<file path="src/rtl/psum_acc_pkg.sv">
// Shared types and default widths for the partial-sum accumulator.
package psum_acc_pkg;

    typedef enum logic [1:0] {
        IDLE   = 2'd0,
        ACCUM  = 2'd1,
        OUTPUT = 2'd2
    } psum_state_e;

    localparam int DEF_IN_WIDTH       = 38;
    localparam int DEF_ACC_WIDTH      = 48;
    localparam int DEF_OUT_WIDTH      = 32;
    localparam int DEF_PASS_CNT_WIDTH = 10;
    localparam int SHIFT_W            = 6;

endpackage

</file>
<file path="src/rtl/psum_requant.sv">
// Combinational round-half-up, arithmetic right shift and output narrowing.
// Define PSUM_ACC_SATURATE_EN to clamp to the OUT_WIDTH range instead of truncating.
module psum_requant
    import psum_acc_pkg::*;
#(
    parameter int ACC_WIDTH = DEF_ACC_WIDTH,
    parameter int OUT_WIDTH = DEF_OUT_WIDTH
) (
    input  logic signed [ACC_WIDTH-1:0] acc_i,
    input  logic        [SHIFT_W-1:0]   shift_i,
    output logic signed [OUT_WIDTH-1:0] out_o,
    output logic                        sat_o
);

    localparam int EXT_W = ACC_WIDTH + 1;

    // One guard bit keeps acc + 2^(shift-1) from overflowing.
    function automatic logic signed [EXT_W-1:0] round_shift(
        input logic signed [ACC_WIDTH-1:0] a,
        input logic        [SHIFT_W-1:0]   s
    );
        logic signed [EXT_W-1:0] ext;
        logic signed [EXT_W-1:0] bias;
        ext  = {a[ACC_WIDTH-1], a};
        bias = '0;
        if (s == '0) begin
            return ext;
        end
        // Any shift of ACC_WIDTH or more rounds every representable value to zero.
        if (int'(s) >= ACC_WIDTH) begin
            return '0;
        end
        bias[s - 1'b1] = 1'b1;
        return (ext + bias) >>> s;
    endfunction

    logic signed [EXT_W-1:0] rq;
    assign rq = round_shift(acc_i, shift_i);

`ifdef PSUM_ACC_SATURATE_EN
    localparam logic signed [EXT_W-1:0] MAXV =
        {{(EXT_W-OUT_WIDTH+1){1'b0}}, {(OUT_WIDTH-1){1'b1}}};
    localparam logic signed [EXT_W-1:0] MINV =
        {{(EXT_W-OUT_WIDTH+1){1'b1}}, {(OUT_WIDTH-1){1'b0}}};

    function automatic logic signed [OUT_WIDTH-1:0] saturate(
        input logic signed [EXT_W-1:0] v
    );
        if (v > MAXV) begin
            return MAXV[OUT_WIDTH-1:0];
        end
        if (v < MINV) begin
            return MINV[OUT_WIDTH-1:0];
        end
        return v[OUT_WIDTH-1:0];
    endfunction

    assign out_o = saturate(rq);
    assign sat_o = (rq > MAXV) || (rq < MINV);
`else
    assign out_o = rq[OUT_WIDTH-1:0];
    assign sat_o = 1'b0;
`endif

endmodule

</file>
<file path="src/rtl/psum_accumulator.sv">
// Accumulates N adder-tree sums per job, then presents one requantized result
// under a valid/ready handshake. Optional clamping via PSUM_ACC_SATURATE_EN.
module psum_accumulator
    import psum_acc_pkg::*;
#(
    parameter int IN_WIDTH       = DEF_IN_WIDTH,
    parameter int ACC_WIDTH      = DEF_ACC_WIDTH,
    parameter int OUT_WIDTH      = DEF_OUT_WIDTH,
    parameter int PASS_CNT_WIDTH = DEF_PASS_CNT_WIDTH
) (
    input  logic                        clk,
    input  logic                        rst_in,
    input  logic                        start_in,
    input  logic [PASS_CNT_WIDTH-1:0]   num_passes_in,
    input  logic [SHIFT_W-1:0]          shift_in,
    input  logic                        sum_valid_in,
    output logic                        sum_ready_out,
    input  logic signed [IN_WIDTH-1:0]  sum_in,
    output logic                        out_valid_out,
    input  logic                        out_ready_in,
    output logic signed [OUT_WIDTH-1:0] out,
    output logic                        sat_out,
    output logic                        busy_out
);

    if ((ACC_WIDTH < IN_WIDTH + PASS_CNT_WIDTH) || (OUT_WIDTH > ACC_WIDTH)) begin : g_width_check
        $error("psum_accumulator: ACC_WIDTH too narrow or OUT_WIDTH wider than ACC_WIDTH");
    end

    psum_state_e                 state_q, state_d;
    logic signed [ACC_WIDTH-1:0] acc_q, acc_d;
    logic [PASS_CNT_WIDTH-1:0]   cnt_q, cnt_d;
    logic [PASS_CNT_WIDTH-1:0]   npass_q, npass_d;
    logic [SHIFT_W-1:0]          shift_q, shift_d;
    logic signed [OUT_WIDTH-1:0] out_q, out_d;
    logic                        sat_q, sat_d;

    logic signed [ACC_WIDTH-1:0] sum_ext;
    logic signed [ACC_WIDTH-1:0] final_sum;
    logic [PASS_CNT_WIDTH-1:0]   cnt_inc;
    logic signed [OUT_WIDTH-1:0] rq_out;
    logic                        rq_sat;

    assign sum_ext   = {{(ACC_WIDTH-IN_WIDTH){sum_in[IN_WIDTH-1]}}, sum_in};
    assign final_sum = acc_q + sum_ext;
    assign cnt_inc   = cnt_q + 1'b1;

    // Requantize the would-be accumulator so the result lands in the same cycle as the last sum.
    psum_requant #(
        .ACC_WIDTH(ACC_WIDTH),
        .OUT_WIDTH(OUT_WIDTH)
    ) u_requant (
        .acc_i  (final_sum),
        .shift_i(shift_q),
        .out_o  (rq_out),
        .sat_o  (rq_sat)
    );

    always_comb begin
        state_d = state_q;
        acc_d   = acc_q;
        cnt_d   = cnt_q;
        npass_d = npass_q;
        shift_d = shift_q;
        out_d   = out_q;
        sat_d   = sat_q;
        case (state_q)
            IDLE: begin
                if (start_in) begin
                    npass_d = (num_passes_in == '0) ? PASS_CNT_WIDTH'(1) : num_passes_in;
                    shift_d = shift_in;
                    acc_d   = '0;
                    cnt_d   = '0;
                    state_d = ACCUM;
                end
            end
            ACCUM: begin
                if (sum_valid_in) begin
                    acc_d = final_sum;
                    cnt_d = cnt_inc;
                    if (cnt_inc == npass_q) begin
                        out_d   = rq_out;
                        sat_d   = rq_sat;
                        state_d = OUTPUT;
                    end
                end
            end
            OUTPUT: begin
                if (out_ready_in) begin
                    state_d = IDLE;
                end
            end
            default: state_d = IDLE;
        endcase
    end

    always_ff @(posedge clk) begin
        if (rst_in) begin
            state_q <= IDLE;
            acc_q   <= '0;
            cnt_q   <= '0;
            npass_q <= '0;
            shift_q <= '0;
            out_q   <= '0;
            sat_q   <= 1'b0;
        end else begin
            state_q <= state_d;
            acc_q   <= acc_d;
            cnt_q   <= cnt_d;
            npass_q <= npass_d;
            shift_q <= shift_d;
            out_q   <= out_d;
            sat_q   <= sat_d;
        end
    end

    assign sum_ready_out = (state_q == ACCUM);
    assign out_valid_out = (state_q == OUTPUT);
    assign busy_out      = (state_q != IDLE);
    assign out           = out_q;
    assign sat_out       = sat_q;

endmodule

</file>
<file path="config.mk">
export PLATFORM = sky130hd
export DESIGN_NAME = psum_accumulator
export DESIGN_NICKNAME = d
export VERILOG_FILES = /design/src/rtl/psum_acc_pkg.sv /design/src/rtl/psum_requant.sv /design/src/rtl/psum_accumulator.sv
export SDC_FILE = /design/constraint.sdc
export NUM_CORES = 1
export LEC_CHECK = 0
export ABC_AREA = 1
export CAP_MARGIN = 20
export CORE_ASPECT_RATIO = 0.75
export CORE_MARGIN = 4
export CORE_UTILIZATION = 30
export CTS_BUF_LIST = sky130_fd_sc_hd__clkbuf_2
export DETAILED_ROUTE_END_ITERATION = 10
export SYNTH_ARGS = -nofsm -noshare
export SYNTH_HDL_FRONTEND = slang
export SYNTH_HIERARCHICAL = 1
export SYNTH_SLANG_ARGS = --single-unit
</file>
<file path="constraint.sdc">
create_clock -name clk -period 4.45 [get_ports clk]
set_clock_uncertainty 0.2 [all_clocks]
set_input_delay 0.89 -clock clk [delete_from_list [all_inputs] [get_ports clk]]
set_output_delay 0.89 -clock clk [all_outputs]
set_load 0.02 [all_outputs]
</file>
==> results.py, run 1 <==
metrics = {
    "clock_network": {
        "clock_latency_ps": 830,
        "tritoncts": "yes",
        "cts_max_path_buffers": 2,
        "clock-root-buffer": "clkbuf_2",
        "clk_pin_slew_ps": 300,
        "clkSinkCount": 109,
        "hold_buffers": 0,
        "cts_buffers": 9,
        "h-tree-depth": 3,
    },
    "sta": {
        "tightest_slew_ps": 1006,
        "hold_viol_final": 0,
        "setup_viol": 32,
        "layout_setup_ws_ps": -426.0,
        "grt_setup_unrepaired": "true",
        "min_period_ps": 4876,
        "finalCritPeriodShare_pct": 109.6,
        "slew_violations": 0,
        "max_slew_margin_pct": 32.88,
        "fmax_mhz": 205.1,
    },
    "critical_path": {
        "worstSetupEndpointType": "flip-flop",
        "cp_max_fo": 3,
        "crit_path_frequent_cell": "nand2_1",
        "required_ps": 4980,
        "cp.arrival_ps": 5410,
        "start_kind": "input pin",
        "criticalPathCategory": "input pin to flip-flop",
        "slowest_delay_ps": 500,
        "crit_slowest_cell": "clkdlybuf4s50_1",
    },
    "yosys": {
        "syn_area_sq_mm": 0.01705,
        "synth_compound_area_share_pct": 6.833,
        "ys_ff_latch": 109,
        "synth-main-ff-cell": "dfxtp_1",
        "synth-adder-area-share_pct": 7.427,
        "syn_avg_cell_area_sq_um": 5.085,
        "synth_nets": 3512,
        "ys_warn_count": 6,
        "yosysUniqueCellTypes": 44,
        "synth_xor_area_share_pct": 1.387,
        "synth-simple-area-share_pct": 56.73,
        "netlist_instances": 3353,
        "ys_seq_area_share_pct": 12.80,
        "synth.mux.area_fraction_pct": 0.1174,
        "synth_edf_count": 0,
        "synth_top_family_by_area": "simple AND/OR/NAND/NOR gates",
        "synthArstFlopShare_pct": 0,
    },
    "finish": {
        "syn_to_final_growth_pct": 55.26,
        "design_area_sq_mm": 0.02647,
        "layout-drive-gt1-share_pct": 34.54,
        "final_nets": 4028,
    },
    "global_routing": {
        "grt_pass1_wl_microns": 121400,
        "grt_antenna_before_repair": 1,
        "grt_usage_pct": 25.28,
        "overflow": 0,
        "grt_start_max_net_pins": 62,
        "first_global_vias": 21140,
    },
    "drt": {
        "routed_wl_microns": 80950,
        "wl_per_cell_microns": 17.57,
        "dr_total_vias": 23340,
        "viasPerCell": 5.068,
        "first_pass_iters": 6,
        "drc": 0,
        "drt_iter0_markers": 2636,
        "drtAntennaViolNets": 0,
    },
    "worst_hold_path": {
        "hold_path.class": "input pin to flip-flop",
    },
    "power_and_ir_drop": {
        "total_power_mw": 5.532,
        "peakVddDrop_mv": 0.1270,
        "power_density_mw_per_mm2": 209.0,
        "total_leakage_power_nw": 13.49,
    },
    "status": {
        "failed_checks": "negative setup slack",
        "status": "finished, violations left",
    },
    "placement": {
        "place_area_sq_mm": 0.02227,
        "dp.final_hpwl_microns": 64710,
        "portBuffers": 94,
        "gp_congestion": 1.066,
    },
    "floorplanning": {
        "die_w_microns": 283.3,
        "rows": 75,
        "start_util_pct": 30.38,
        "die_y_microns": 214.5,
        "core_area_sq_mm": 0.05612,
        "die_area_sq_mm": 0.06075,
        "io_pins": 95,
    },
    "run": {
        "maxCapViolCount": 0,
    },
}
flip-flops by register name, indices dropped and copies added (netlist names):
register  flops
shift_q       6
state_q       2
cnt_q        10
sat_out       1
npass_q      10
out          32
acc_q        48
final cells by class:
| cell class | instances | area (sq um) |
|---|---|---|
| clock inverter | 7 | 63.81 |
| inverter | 531 | 2007 |
| tap | 731 | 914.6 |
| multi-input combinational | 2611 | 16170 |
| antenna | 1 | 2.502 |
| timing repair buffer | 607 | 5026 |
| clock buffer | 9 | 45.04 |
| sequential | 109 | 2240 |
| fill | 5810 | 29650 |
cell usage after synthesis, types with 3 or more instances:
master	number	area share [%]
buf_4	10	0.44
a31oi_1	10	0.37
nand2_2	18	0.66
inv_2	7	0.15
nor2_1	343	7.6
buf_2	24	0.70
a211oi_1	4	0.18
buf_1	18	0.40
nor2_2	14	0.51
xor2_1	20	1.0
a21oi_1	155	4.6
nand3_1	482	14
nor3_1	9	0.26
o21ai_1	13	0.38
nand3_2	6	0.35
nand2_1	1238	27
o21a_1	3	0.13
dfxtp_1	109	13
buf_6	7	0.46
nor4_1	7	0.26
nand4_1	72	2.6
inv_1	521	11
xnor2_1	7	0.36
ha_1	98	7.2
or2_2	12	0.44
clkinv_1	3	0.066
o21bai_1	7	0.31
clkbuf_1	41	0.90
nand3b_1	20	0.88
nor2_4	6	0.40
o21ai_0	22	0.65
and2_1	29	1.1
where the power goes:
group          total, mW  switching [mW]  internal, mW
clock              0.544           0.416         0.128
combinational       3.93            2.36          1.57
sequential          1.05          0.0343          1.02
total               5.53            2.81          2.72
per-stage QoR:
stage,setup slack [ps],hold WS (ps),cells,TNS (ps),util [%]
after CTS,-245.6,44.10,4574,-6584,44.27
final,-426.0,148.3,4606,-11410,47.17
after detailed placement,-1743,263.6,4517,-53180,39.69
after global placement,-1804,259.8,4517,-55100,39.69
after global routing,-640.2,113.4,4606,-18210,47.17
after floorplan,-7.758,244.8,3353,-7.758,-
worst paths after layout:
check	startpoint	to	slack, ps	cells past startpoint
max	sum_in[22]	out[7]$_SDFFE_PP0P_	-430	37
min	rst_in	shift_q[0]$_SDFFE_PP0P_	150	4
max reg2reg	acc_q[17]$_SDFFE_PP0P_	out[7]$_SDFFE_PP0P_	-390	35
min reg2reg	acc_q[44]$_SDFFE_PP0P_	acc_q[44]$_SDFFE_PP0P_	290	2
cells in the final DEF (no fill, tap or decap), types with 11 or more instances in the layout:
master,n
nand3_4,16
dlygate4sd2_1,30
ha_1,23
dfxtp_1,73
o21ai_0,20
nor2_4,70
a21oi_1,109
nand2_1,999
dfxtp_2,31
nand3b_1,20
nand2_2,196
a21oi_2,36
nand3_2,126
a21oi_4,11
ha_4,74
nand3_1,346
and2_4,27
nand4_1,72
nor2_2,54
buf_6,21
inv_2,51
buf_4,477
buf_12,15
nand2_4,62
clkdlybuf4s50_1,59
inv_1,472
nor2_1,239
critical path, delay by kind of cell:
| family | cells | cell delay (ps) |
|---|---|---|
| and+or+nand+nor | 30 | 3100 |
| buffers and inverters | 4 | 770 |
| adders and majority gates | 2 | 520 |
| AOI/OAI and AO/OA | 1 | 140 |
cells by family after synthesis:
kind of cell | Yosys count
AND/OR/NAND/NOR | 2261
buffers and inverters | 633
AO/OA/AOI/OAI | 220
flip-flops | 109
adder cells (fa/ha/maj) | 100
XOR/XNOR | 27
multiplexers | 2
other | 1
repair_timing:
item                                    in CTS  in global routing
setup buffers                               41                 31
gates resized for setup                    535                377
gates cloned                                 0                  0
endpoints found under the setup margin      32                 32
pin swaps                                  162                208
endpoints found under the hold margin        0                  0
per-layer routing:
metal / global-route usage, % / share of wire, %
met1: 36.99 / 47
met2: 35.85 / 40
met3: 8.278 / 11
met4: 5.190 / 2.1
met5: 0 / 0
No activity file was read; power rests on OpenSTA's default activity.
==> inputs of run 2 (changes only) <==
--- a/config.mk
+++ b/config.mk
@@ -6,12 +6,14 @@
 export NUM_CORES = 1
 export LEC_CHECK = 0
 export ABC_AREA = 1
-export CAP_MARGIN = 20
+export CAP_MARGIN = 30
 export CORE_ASPECT_RATIO = 0.75
 export CORE_MARGIN = 4
 export CORE_UTILIZATION = 30
 export CTS_BUF_LIST = sky130_fd_sc_hd__clkbuf_2
 export DETAILED_ROUTE_END_ITERATION = 10
+export HOLD_SLACK_MARGIN = 0.05
+export SETUP_SLACK_MARGIN = 0.02
 export SYNTH_ARGS = -nofsm -noshare
 export SYNTH_HDL_FRONTEND = slang
 export SYNTH_HIERARCHICAL = 1
==> run 2 against run 1 <==
Net effect: the run still ends with negative setup slack left; critical path depth decreased by 3; non-clock buffer count shrank 54; sequential power is essentially flat; register-to-register slack lost 50 ps; setup slack got worse by 56 ps; combinational power fell by 5.3%; final cell count fell by 1.2%; worst hold slack improved by 140 ps; first-iteration DRC count shrank 9.1%; critical path type unchanged.
==> results.py, run 2 (synthesis gave the netlist of run 1 again) <==
metrics = {
    "placement": {
        "dp.final_hpwl_microns": 64820,
        "place_ws_ps": -1631,
        "portBuffers": 94,
        "gp_congestion": 1.030,
    },
    "power_and_ir_drop": {
        "peakVddDrop_mv": 0.1192,
        "total_leakage_power_nw": 13.05,
        "power_density_mw_per_mm2": 213.4,
    },
    "clock_network": {
        "clk_pin_slew_ps": 310,
        "tritoncts": "yes",
        "clkSinkCount": 109,
        "hold_buffers": 0,
        "cts_max_path_buffers": 2,
        "clock_latency_ps": 830,
        "clock-root-buffer": "clkbuf_2",
        "cts_buffers": 9,
        "h-tree-depth": 3,
    },
    "critical_path": {
        "crit_buf_inv": 7,
        "crit_path_frequent_cell": "nand2_1",
        "worstSetupEndpointType": "flip-flop",
        "critPathTopFamily": "simple AND/OR/NAND/NOR gates",
        "rrSetupSlack_ps": -440,
        "slowest_delay_ps": 520,
        "start_kind": "input pin",
        "cp.arrival_ps": 5450,
        "criticalPathCategory": "input pin to flip-flop",
        "crit_slowest_cell": "clkdlybuf4s50_1",
        "required_ps": 4970,
        "cp_max_fo": 4,
    },
    "drt": {
        "drt_iter0_markers": 2396,
        "wl_per_cell_microns": 17.36,
        "drc": 0,
        "first_pass_iters": 6,
        "viasPerCell": 5.032,
        "dr_total_vias": 22910,
        "routed_wl_microns": 79020,
        "drtAntennaViolNets": 0,
    },
    "sta": {
        "grt_setup_unrepaired": "true",
        "tightest_slew_ps": 982.5,
        "layout_setup_ws_ps": -482.4,
        "finalSetupTns_ps": -11740,
        "hold_viol_final": 0,
        "max_slew_margin_pct": 34.43,
        "min_period_ps": 4932,
        "setup_viol": 32,
        "holdWs_ps": 290.5,
        "finalCritPeriodShare_pct": 110.8,
        "fmax_mhz": 202.7,
        "slew_violations": 0,
    },
    "status": {
        "failed_checks": "negative setup slack",
        "status": "finished, violations left",
    },
    "floorplanning": {
        "start_util_pct": 30.38,
        "rows": 75,
        "io_pins": 95,
        "die_y_microns": 214.5,
        "die_w_microns": 283.3,
        "core_area_sq_mm": 0.05612,
        "die_area_sq_mm": 0.06075,
    },
    "finish": {
        "fillers": 5987,
        "largest_register_ffs": 48,
        "final_nets": 3974,
        "fin_util_pct": 45.37,
        "layout-drive-gt1-share_pct": 30.71,
        "final_common_cell": "nand2_1",
        "syn_to_final_growth_pct": 49.33,
        "regMostFlops": "acc_q",
        "layout_common_cells": "1,051 x nand2_1, 494 x inv_1, 443 x buf_4",
    },
    "global_routing": {
        "grt_start_max_net_pins": 63,
        "grt_usage_pct": 24.84,
        "first_global_vias": 20910,
        "overflow": 0,
        "grt_pass1_wl_microns": 119400,
        "grt_antenna_before_repair": 1,
    },
    "worst_hold_path": {
        "hold_path.class": "flip-flop to flip-flop",
    },
    "run": {
        "maxCapViolCount": 0,
    },
}
run 2: cell type report:
type	instances	area, sq um	share of cell area, %
Antenna cell	1	2.502	0.009829
Clock buffer	10	50.05	0.1966
Multi-Input combinational cell	2611	15690	61.64
Tap cell	731	914.6	3.592
Inverter	531	2001	7.858
Sequential cell	109	2222	8.728
Clock inverter	6	110.1	0.4325
Timing Repair Buffer	553	4467	17.54
run 2: stage by stage:
step / area, sq um / power (mW) / cells
CTS: 23870 / 5.078 / 4530
global placement: 22180 / 4.150 / 4493
detailed placement: 22180 / 4.152 / 4493
finish: 25460 / 5.434 / 4552
global route: 25460 / 5.796 / 4552
floorplan: 17660 / 2.894 / 3353
run 2: path summary, 6_finish.rpt:
| path | to | start | cells after the start |
|---|---|---|---|
| min | acc_q[46]$_SDFFE_PP0P_ | acc_q[46]$_SDFFE_PP0P_ | 2 |
| min reg2reg | acc_q[46]$_SDFFE_PP0P_ | acc_q[46]$_SDFFE_PP0P_ | 2 |
| max reg2reg | out[7]$_SDFFE_PP0P_ | acc_q[18]$_SDFFE_PP0P_ | 37 |
| max | out[7]$_SDFFE_PP0P_ | sum_in[24] | 34 |
run 2: power by group:
| group | switching [mW] | internal [mW] | leakage (nW) |
|---|---|---|---|
| Combinational | 2.26 | 1.46 | 12.1 |
| Sequential | 0.0337 | 1.02 | 0.897 |
| Clock | 0.418 | 0.245 | 0.0902 |
| Total | 2.71 | 2.72 | 13.0 |
run 2: layer usage:
metal / wire length [microns] / track usage [%] / share of wire (%)
met1: 37450 / 37.45 / 47
met2: 30870 / 34.29 / 39
met5: 0 / 0 / 0
met4: 2002 / 5.878 / 2.5
met3: 8699 / 7.014 / 11
run 2: tightest hold or removal path, cell delays in order, from the launching register on:
cell     delay (ps)
dfxtp_1         390
nand2_1          60
a21oi_1          50
run 2: timing repair:
item                                    4_1_cts  5_1_grt
gates resized for setup                     350      348
gates cloned                                  0        0
endpoints found under the setup margin       32       32
setup buffers                                22       21
pin swaps                                    99      134
